File: config.mk
export PLATFORM = sky130hd
export DESIGN_NAME = seq_alu
export DESIGN_NICKNAME = d
export VERILOG_FILES = /design/src/rtl/seq_alu.sv
export SDC_FILE = /design/constraint.sdc
export NUM_CORES = 1
export LEC_CHECK = 0
export BUFFER_PORTS_ARGS = -buffer_cell sky130_fd_sc_hd__buf_2
export CAP_MARGIN = 40
export CORE_ASPECT_RATIO = 1.5
export CORE_MARGIN = 1
export CORE_UTILIZATION = 35
export DETAILED_ROUTE_END_ITERATION = 8
export SKIP_CTS_REPAIR_TIMING = 1
export SKIP_LAST_GASP = 1
export SYNTH_ARGS = -nofsm -noshare
export SYNTH_HDL_FRONTEND = slang
export SYNTH_SLANG_ARGS = --single-unit
File: constraint.sdc
create_clock -name clock -period 6.6 [get_ports clock]
set_input_delay 0.99 -clock clock [delete_from_list [all_inputs] [get_ports clock]]
set_output_delay 0.99 -clock clock [all_outputs]
set_load 0.01 [all_outputs]
File: src/rtl/seq_alu.sv
// seq_alu: clocked ALU with registered 2*WIDTH result (HI:LO).
// Single-cycle ops: ADD, SUB, AND, OR, SHR, SHRA, SHL, ROR, ROL, NEG, NOT.
// Iterative ops: signed MUL (Booth radix-2) and signed DIV (restoring).
//
// Ports:
//   clock        rising-edge clock
//   clear        synchronous active-high reset
//   start        one-cycle request, sampled only in IDLE
//   select[4:0]  opcode, sampled with start
//   A, B         operands, sampled with start
//   busy         high from the cycle after an accepted iterative start until done
//   done         one-cycle pulse; Z is valid from this cycle
//   Z            registered result, HI = Z[2W-1:W], LO = Z[W-1:0]
//   div_by_zero  set with done for DIV with B==0; cleared by the next accepted start
//
// Handshake: start is accepted only when the FSM is in IDLE; a start seen while
// busy or in DONE is dropped (no queueing). Operands and opcode are captured at
// the accepting edge, so they may change freely afterwards. Every accepted start
// produces exactly one done pulse unless clear intervenes.
// The FSM state is kept in the named signal 'state' for debug visibility.
module seq_alu #(
    parameter int WIDTH = 32,
    parameter int SHW   = $clog2(WIDTH)
) (
    input  logic               clock,
    input  logic               clear,
    input  logic               start,
    input  logic [4:0]         select,
    input  logic [WIDTH-1:0]   A,
    input  logic [WIDTH-1:0]   B,
    output logic               busy,
    output logic               done,
    output logic [2*WIDTH-1:0] Z,
    output logic               div_by_zero
);
    localparam int CW = SHW + 1;

    localparam logic [4:0] OP_ADD  = 5'b00000;
    localparam logic [4:0] OP_SUB  = 5'b00001;
    localparam logic [4:0] OP_AND  = 5'b00010;
    localparam logic [4:0] OP_OR   = 5'b00011;
    localparam logic [4:0] OP_SHR  = 5'b00100;
    localparam logic [4:0] OP_SHRA = 5'b00101;
    localparam logic [4:0] OP_SHL  = 5'b00110;
    localparam logic [4:0] OP_ROR  = 5'b00111;
    localparam logic [4:0] OP_ROL  = 5'b01000;
    localparam logic [4:0] OP_MUL  = 5'b01001;
    localparam logic [4:0] OP_DIV  = 5'b01010;
    localparam logic [4:0] OP_NEG  = 5'b01110;
    localparam logic [4:0] OP_NOT  = 5'b01111;

    typedef enum logic [2:0] {IDLE, MUL_ITER, DIV_ITER, FIXUP, DONE} state_t;

    state_t           state;
    logic [CW-1:0]    count;
    // acc_hi is one bit wider than an operand so Booth add/sub of the
    // most-negative multiplicand cannot overflow.
    logic [WIDTH:0]   acc_hi;
    logic [WIDTH-1:0] acc_lo;
    logic [WIDTH-1:0] m_reg;
    logic             qm1;
    logic             is_div;
    logic             neg_q;
    logic             neg_r;

    logic [SHW-1:0]   amt;
    logic [SHW-1:0]   amt_neg;
    logic [WIDTH-1:0] quick_lo;
    logic [WIDTH-1:0] abs_a;
    logic [WIDTH-1:0] abs_b;
    logic [WIDTH:0]   m_ext;
    logic [WIDTH:0]   booth_sum;
    logic [WIDTH:0]   booth_hi;
    logic [WIDTH-1:0] booth_lo;
    logic [WIDTH:0]   rem_shift;
    logic [WIDTH:0]   rem_trial;
    logic [WIDTH:0]   div_hi;
    logic [WIDTH-1:0] div_lo;
    logic [WIDTH-1:0] fix_q;
    logic [WIDTH-1:0] fix_r;

    // Single-cycle datapath.
    always_comb begin
        amt      = B[SHW-1:0];
        // Rotate-left by n equals rotate-right by (WIDTH - n) mod WIDTH.
        amt_neg  = -amt;
        quick_lo = '0;
        case (select)
            OP_ADD:  quick_lo = A + B;
            OP_SUB:  quick_lo = A - B;
            OP_AND:  quick_lo = A & B;
            OP_OR:   quick_lo = A | B;
            OP_SHR:  quick_lo = A >> amt;
            OP_SHRA: quick_lo = $signed(A) >>> amt;
            OP_SHL:  quick_lo = A << amt;
            OP_ROR:  quick_lo = WIDTH'({A, A} >> amt);
            OP_ROL:  quick_lo = WIDTH'({A, A} >> amt_neg);
            OP_NEG:  quick_lo = -A;
            OP_NOT:  quick_lo = ~A;
            default: quick_lo = '0;
        endcase
        abs_a = A[WIDTH-1] ? -A : A;
        abs_b = B[WIDTH-1] ? -B : B;
    end

    // One Booth radix-2 step: add/sub multiplicand by {Q0, Q-1}, then
    // arithmetic shift of {acc_hi, acc_lo, qm1} right by one.
    always_comb begin
        m_ext = {m_reg[WIDTH-1], m_reg};
        case ({acc_lo[0], qm1})
            2'b01:   booth_sum = acc_hi + m_ext;
            2'b10:   booth_sum = acc_hi - m_ext;
            default: booth_sum = acc_hi;
        endcase
        booth_hi = {booth_sum[WIDTH], booth_sum[WIDTH:1]};
        booth_lo = {booth_sum[0], acc_lo[WIDTH-1:1]};
    end

    // One restoring-division step on magnitudes: acc_hi holds the partial
    // remainder, acc_lo shifts the dividend out and the quotient in.
    always_comb begin
        rem_shift = {acc_hi[WIDTH-1:0], acc_lo[WIDTH-1]};
        rem_trial = rem_shift - {1'b0, m_reg};
        if (rem_trial[WIDTH]) begin
            div_hi = rem_shift;
            div_lo = {acc_lo[WIDTH-2:0], 1'b0};
        end else begin
            div_hi = rem_trial;
            div_lo = {acc_lo[WIDTH-2:0], 1'b1};
        end
        // Quotient truncates toward zero; remainder takes the dividend's sign.
        fix_q = neg_q ? -acc_lo : acc_lo;
        fix_r = neg_r ? -acc_hi[WIDTH-1:0] : acc_hi[WIDTH-1:0];
    end

    always_ff @(posedge clock) begin
        if (clear) begin
            state       <= IDLE;
            count       <= '0;
            acc_hi      <= '0;
            acc_lo      <= '0;
            m_reg       <= '0;
            qm1         <= 1'b0;
            is_div      <= 1'b0;
            neg_q       <= 1'b0;
            neg_r       <= 1'b0;
            busy        <= 1'b0;
            done        <= 1'b0;
            Z           <= '0;
            div_by_zero <= 1'b0;
        end else begin
            case (state)
                IDLE: begin
                    if (start) begin
                        div_by_zero <= 1'b0;
                        if (select == OP_MUL) begin
                            acc_hi <= '0;
                            acc_lo <= A;
                            m_reg  <= B;
                            qm1    <= 1'b0;
                            is_div <= 1'b0;
                            count  <= CW'(WIDTH);
                            busy   <= 1'b1;
                            state  <= MUL_ITER;
                        end else if (select == OP_DIV && B != '0) begin
                            acc_hi <= '0;
                            acc_lo <= abs_a;
                            m_reg  <= abs_b;
                            qm1    <= 1'b0;
                            neg_q  <= A[WIDTH-1] ^ B[WIDTH-1];
                            neg_r  <= A[WIDTH-1];
                            is_div <= 1'b1;
                            count  <= CW'(WIDTH);
                            busy   <= 1'b1;
                            state  <= DIV_ITER;
                        end else if (select == OP_DIV) begin
                            Z           <= {A, {WIDTH{1'b1}}};
                            div_by_zero <= 1'b1;
                            done        <= 1'b1;
                            state       <= DONE;
                        end else begin
                            Z     <= {{WIDTH{1'b0}}, quick_lo};
                            done  <= 1'b1;
                            state <= DONE;
                        end
                    end
                end
                MUL_ITER: begin
                    acc_hi <= booth_hi;
                    acc_lo <= booth_lo;
                    qm1    <= acc_lo[0];
                    count  <= count - CW'(1);
                    if (count == CW'(1)) state <= FIXUP;
                end
                DIV_ITER: begin
                    acc_hi <= div_hi;
                    acc_lo <= div_lo;
                    count  <= count - CW'(1);
                    if (count == CW'(1)) state <= FIXUP;
                end
                FIXUP: begin
                    Z     <= is_div ? {fix_r, fix_q} : {acc_hi[WIDTH-1:0], acc_lo};
                    busy  <= 1'b0;
                    done  <= 1'b1;
                    state <= DONE;
                end
                DONE: begin
                    done  <= 1'b0;
                    state <= IDLE;
                end
                default: state <= IDLE;
            endcase
        end
    end
endmodule

==> results of run 1 <==
placed cells by master (no fill, tap or decap), types with 17 or more instances in the layout:
cell         n
mux2i_1    124
or3_1       43
o2111ai_1   38
o211ai_1    38
a311oi_1    40
buf_4       78
nand2_1    334
o21ai_0    189
and3_1      22
a21oi_1    237
buf_2      139
mux2_2      54
ha_1       111
a222oi_1    21
xor2_1     121
nand2b_1    26
xnor2_1    145
o21a_1      17
mux4_2      48
nor2_1     413
nand3_1     37
a31oi_1     45
nor4_1      17
a221oi_1    79
a22oi_1     27
and2_1      24
dfxtp_1    177
clkbuf_16   17
a211oi_1    88
nor3_1     100
o31ai_1     25
a21o_1      53
inv_1       98
nor2b_1     17
worst max-delay path by stage:
stage / startpoint / endpoint / slack [ps] / cells after the start
finish: B[4] / Z[27] / 550 / 20
global route: B[4] / Z[27] / 190 / 20
CTS: B[4] / Z[27] / 650 / 20
detailed placement: B[4] / Z[27] / 180 / 20
global placement: B[4] / Z[27] / 390 / 19
floorplan: B[1] / Z[27] / 650 / 22
worst max-delay path, cell delays in order:
cell	delay, ps
buf_2	190
or4_1	610
nor3_1	360
nand2_1	240
nor3_1	540
nand2b_1	190
nor3_1	250
nor2_1	90
xnor2_1	130
ha_1	390
and3_1	270
nand2_1	90
nor3_1	220
o211ai_1	150
and3_1	240
a221oi_1	550
xor2_1	130
a211o_1	320
a221oi_1	260
a211oi_1	120
per-layer routing:
metal | part of all wire (%) | wire length [µm]
met5 | 0.048 | 60
met4 | 11 | 13480
met3 | 8.3 | 10330
met2 | 46 | 57030
met1 | 35 | 43530
power breakdown:
group | switching [µW] | internal [µW]
Combinational | 1500 | 822
Sequential | 70.3 | 1120
Clock | 581 | 526
Total | 2150 | 2470
layout make-up:
type | instances | area [µm²] | area share (%)
multi-input combinational | 2777 | 19190 | 73.10
clock inverter | 15 | 209.0 | 0.7961
antenna | 6 | 15.01 | 0.05721
timing repair buffer | 223 | 1371 | 5.225
tap | 892 | 1116 | 4.252
clock buffer | 17 | 425.4 | 1.621
sequential | 177 | 3543 | 13.50
inverter | 101 | 379.1 | 1.444
metrics by stage:
| step | hold slack, ps | util, % |
|---|---|---|
| final | 455.7 | 38.56 |
| after global routing | 479.2 | 38.54 |
| after CTS | 458.8 | 38.48 |
| after detailed placement | 443.9 | 37.55 |
| after global placement | 440.5 | 37.45 |
| after floorplan | 449.8 | - |
cell families after synthesis:
kind of cell | after synthesis | synth area share, %
AO/OA/AOI/OAI | 1028 | 28.91
XOR/XNOR | 271 | 9.961
multiplexers | 228 | 12.23
AND/OR/NAND/NOR | 1136 | 21.90
adder cells (fa/ha/maj) | 114 | 5.995
flip-flops | 177 | 14.66
buffers and inverters | 386 | 6.337
==> reports/summary.txt, run 1 <==
Slew HR: 35.18%
P&R area growth vs syn: 8.599%
TritonCTS sink count: 177
Num CTS Buffers: 17
Outcome: complete, no violations
Initial DRC Count: 2758
Routability cong.: 1.047
Count of cell types in the netlist: 101
Worst Path Max Fanout: 6
R2R cell count: 17
Syn_nets: 3526
Post-synthesis register bit count: 177
Worst setup SP type: input pin
Total grt overflow: 0
Vias in the first global route: 25.91k
Die W: 216.6 µm
Max IR drop VDD: 0.0001468 V
R2R Setup Slk: 840 ps
Die span in y: 323.8 µm
Global-route met3 utilization: 7.051%
Seq/Total Area, Yosys: 14.66%
Static Leakage: 0.01035 µW
Most flop-heavy register: Z
Fin crit share: 91.64%
Worst-Skew Late Latency: 480 ps
Synth area leader: dfxtp_1
Pwr Density: 176.0 nW/µm²
First-pass iteration count of the detailed router: 6
Clock transition at path regs: 90 ps
Initial Utilization: 35.50%
Total power: 4620 µW
Fmax: 165.3 MHz
# DRC: 0
Final wirelength: 124400 µm
Fin Setup TNS: 0 ps
Async S/R FF share, synth: 0%
Hold path endpoint: Z[9]
Share of the synthesized area in the top cell type: 14.66%
Clock buffer depth: 2
Final nets: 3483
Met2 GRT Util: 56.49%
Final setup fails: 0
Tot GR Track Use: 34.77%
Final instance area: 26250 µm²
Count leader, synth: nor2_1
Max Cap Viol: 0
RSZ-0062 raised after global routing: false
Largest net degree at the start of global routing: 82
Post-Syn Instances: 3340
RR Endpoint: acc_hi[22]
Share of layout cells above drive strength 1: 12.72%
Met1 Usage GRT: 37.35%
Synth cell count leaders: nor2_1 (416), nand2_1 (334), a21oi_1 (237)
Final HPWL DP: 94990 µm
Setup Crit Path Kind: input pin to flip-flop
Max FFs per register: 64
Initial antenna violation count: 11
Core area: 68070 µm²
CTS tree: built
Buffers on Ports: 138
Regs by FF count: Z (64), acc_hi (33)
Worst hold path class: flip-flop to flip-flop
Crit end category: flip-flop
Mean number of vias per cell: 6.475
Cell Rows: 117
Slew @ Worst Pin: 969.2 ps
DP Cell Count: 4164
# fillers: 7381
Hold_sp: Z[9]
WL per Instance: 29.57 µm
R2r startpoint: acc_lo[31]
First-pass GRT wire length: 178000 µm
Antenna Nets Post-Route: 0
Netlist Area Pre-Place: 24170 µm²
Slew Limit Fails: 0
Worst path arrival time: 6360 ps
Worst hold path stage count: 2
Final hold vios: 0
Post-synth EDFFs: 0
Mapped Avg Cell Area: 7.236 µm²
Worst Setup Slack, final: 552.1 ps
Top area cells in the synthesized netlist: dfxtp_1 (15%), nor2_1 (6.5%), ha_1 (5.7%)
Final min period: 6048 ps
Yosys warnings: 0
H-tree levels: 4
Worst EP required: 6920 ps
Vias: 27.25k
Die ar.: 70130 µm²
Non-Filler Instances: 4208
Main flop type after synthesis: dfxtp_1
Root buffer cell: clkbuf_16
Busiest grt layer: met2
DP Worst Slack: 182.5 ps
Placement Cell Area: 25560 µm²
I/O pins: 139
Clock tree skew after final layout: 19.83 ps
Note: power is estimated with default switching activity, not from simulation.
==> inputs of run 2 (changes only) <==
--- a/config.mk
+++ b/config.mk
@@ -5,14 +5,15 @@
 export SDC_FILE = /design/constraint.sdc
 export NUM_CORES = 1
 export LEC_CHECK = 0
+export ABC_CLOCK_PERIOD_IN_PS = 6600
 export BUFFER_PORTS_ARGS = -buffer_cell sky130_fd_sc_hd__buf_2
 export CAP_MARGIN = 40
 export CORE_ASPECT_RATIO = 1.5
 export CORE_MARGIN = 1
 export CORE_UTILIZATION = 35
 export DETAILED_ROUTE_END_ITERATION = 8
+export REMOVE_ABC_BUFFERS = 1
 export SKIP_CTS_REPAIR_TIMING = 1
-export SKIP_LAST_GASP = 1
 export SYNTH_ARGS = -nofsm -noshare
 export SYNTH_HDL_FRONTEND = slang
 export SYNTH_SLANG_ARGS = --single-unit
==> run 2 against run 1 <==
  * Maximum frequency rose by 3.0%
  * Via count barely moved
  * Clock skew rose by 4.4 ps
  * Design area rose by 0.34%
  * Flip-flop and latch count did not move
  * Setup slack improved by 180 ps
==> reports/summary.txt, run 2 (synthesized netlist as in run 1, its figures left out) <==
# DRC: 0 (unchanged)
R2r startpoint: acc_lo[31]
Share of layout cells above drive strength 1: 13.05% (+0.33 points)
Most common cell after layout, fill and taps aside: nor2_1
I/O pins: 139 (unchanged)
Max Cap Viol: 0 (unchanged)
Max FFs per register: 64 (unchanged)
Regs by FF count: Z (64), acc_hi (33)
Worst-path cell chain: inv_1 -> ha_1 -> inv_1 -> fa_1 -> a21o_1 -> a221oi_1 -> a211oi_1 -> a211o_1 -> a31oi_1 -> a31oi_1 -> a2111oi_0 -> o31ai_1 -> ha_1 -> buf_4 -> and2_1 -> a222oi_1 -> a311oi_1
Clock buffer depth: 2 (unchanged)
Setup Crit Path Kind: flip-flop to flip-flop
Worst EP required: 6980 ps (+60 ps)
Worst setup SP type: flip-flop
Final instance area: 26340 µm² (+0.34%)
Total grt overflow: 0 (unchanged)
Initial DRC Count: 2698 (-2.2%)
Hold_sp: Z[18]
Final core utilization: 38.69% (+0.13 points)
Worst hold path stage count: 2 (unchanged)
Commonest cells after routing, fill and taps aside: nor2_1 (413), nand2_1 (334), a21oi_1 (237)
Slowest cell delay on critical path: 740 ps (+130 ps)
Fin Setup TNS: 0 ps (unchanged)
WL per Instance: 29.13 µm (-1.5%)
Clock transition at path regs: 90 ps (about the same)
Worst hold path class: flip-flop to flip-flop
Slew HR: 33.31% (-1.9 points)
Vias: 27.24k (-0.037%)
Final min period: 5872 ps (-175.5 ps)
Tot GR Track Use: 34.24% (-0.54 points)
Hold path endpoint: Z[18]
Initial Utilization: 35.50% (unchanged)
Max IR drop VDD: 0.0001871 V (+28%)
Slew Limit Fails: 0 (unchanged)
RSZ-0062 raised after global routing: false
Cell Rows: 117 (unchanged)
Mean number of vias per cell: 6.452 (-0.34%)
Slew @ Worst Pin: 995.0 ps (+25.74 ps)
Outcome: complete, no violations
Static Leakage: 0.01042 µW (+0.66%)
Final hold vios: 0 (unchanged)
Fin crit share: 88.98% (-2.7 points)
R2R Setup Slk: 730 ps (-110 ps)
RR Endpoint: acc_hi[22]
First-pass iteration count of the detailed router: 6 (unchanged)
Hold slack: 453.3 ps (-2.429 ps)
Routability cong.: 1.051 (+0.33%)
Die W: 216.6 µm (unchanged)
Die ar.: 70130 µm² (unchanged)
Core area: 68070 µm² (unchanged)
Vias in the first global route: 25.90k (-0.042%)
Slowest cell on crit path: a2111oi_0
Final setup fails: 0 (unchanged)
Die span in y: 323.8 µm (unchanged)
First-pass GRT wire length: 175900 µm (-1.2%)
Final wirelength: 123000 µm (-1.2%)
Most flop-heavy register: Z
Pwr Density: 176.1 nW/µm² (about the same)
Worst Path Max Fanout: 18 (+12)
Placement Cell Area: 25690 µm² (+0.49%)
Final HPWL DP: 94520 µm (-0.50%)
Fmax: 170.3 MHz (+3.0%)
Num CTS Buffers: 17 (unchanged)
Buffers on Ports: 138 (unchanged)
Largest net degree at the start of global routing: 72 (-12%)
Final nets: 3498 (+0.43%)
Worst-Skew Late Latency: 480 ps (about the same)
TritonCTS sink count: 177 (unchanged)
Root buffer cell: clkbuf_16
CTS tree: built
Clock tree skew after final layout: 24.28 ps (+4.445 ps)
Crit end category: flip-flop
H-tree levels: 4 (unchanged)
Initial antenna violation count: 8 (-3)
Worst path arrival time: 6260 ps (-100 ps)
P&R area growth vs syn: 8.972%
R2R cell count: 17 (unchanged)
Antenna Nets Post-Route: 0 (unchanged)
run 2: cell types whose count changed in the layout (fill, tap and decap cells not counted), moves of 2 or more:
cell	before	now
clkinv_8	7	4
buf_4	78	90
clkdlybuf4s15_2	0	2
inv_12	2	0
inv_6	1	3
buf_2	139	141
diode_2	6	4
run 2: per-layer routing:
metal	vias to the layer above	wire length (µm)	global-route usage, %
met4	10	12280	30.30
met1	13120	44930	37.51
met3	434	8558	5.588
met2	1334	57120	57.24
li1	12340	-	-
met5	-	66	0
run 2: power by group:
part / switching [µW] / total, µW / internal (µW)
sequential: 68.0 / 1190 / 1120
clock: 568 / 1120 / 548
combinational: 1510 / 2330 / 822
run 2: how the worst max path moves through the flow:
stage                           from         end  slack (ps)  depth (start not counted)
after floorplan             state[1]    count[4]        -490                          7
after global placement          B[4]       Z[27]         700                         20
after detailed placement        B[4]       Z[27]         670                         21
after CTS                 acc_lo[31]  acc_hi[22]         850                         17
after global routing      acc_lo[31]  acc_hi[22]         590                         17
final                     acc_lo[31]  acc_hi[22]         730                         17
run 2: per-stage QoR:
step | setup slack, ps | instances | power (µW)
after floorplan | -494.8 | 3055 | 2602
after global placement | 700.8 | 4174 | 3445
after detailed placement | 666.5 | 4181 | 3456
after CTS | 853.3 | 4213 | 4567
after global routing | 586.0 | 4218 | 4829
final | 727.6 | 4221 | 4637
run 2: layout make-up:
cell class / instances / area, µm²
fill: 7415 / 41740
multi-input combinational: 2777 / 19180
sequential: 177 / 3543
timing repair buffer: 238 / 1490
tap: 892 / 1116
clock buffer: 17 / 425.4
inverter: 101 / 379.1
clock inverter: 15 / 191.4
antenna: 4 / 10.01
run 2: critical path, delay by kind of cell, from the launching register on:
family / cells / cell delay [ps]
and+or+nand+nor: 1 / 470
adders and majority gates: 3 / 1020
AOI/OAI and AO/OA: 10 / 3270
DFF: 1 / 330
buffers and inverters: 3 / 680
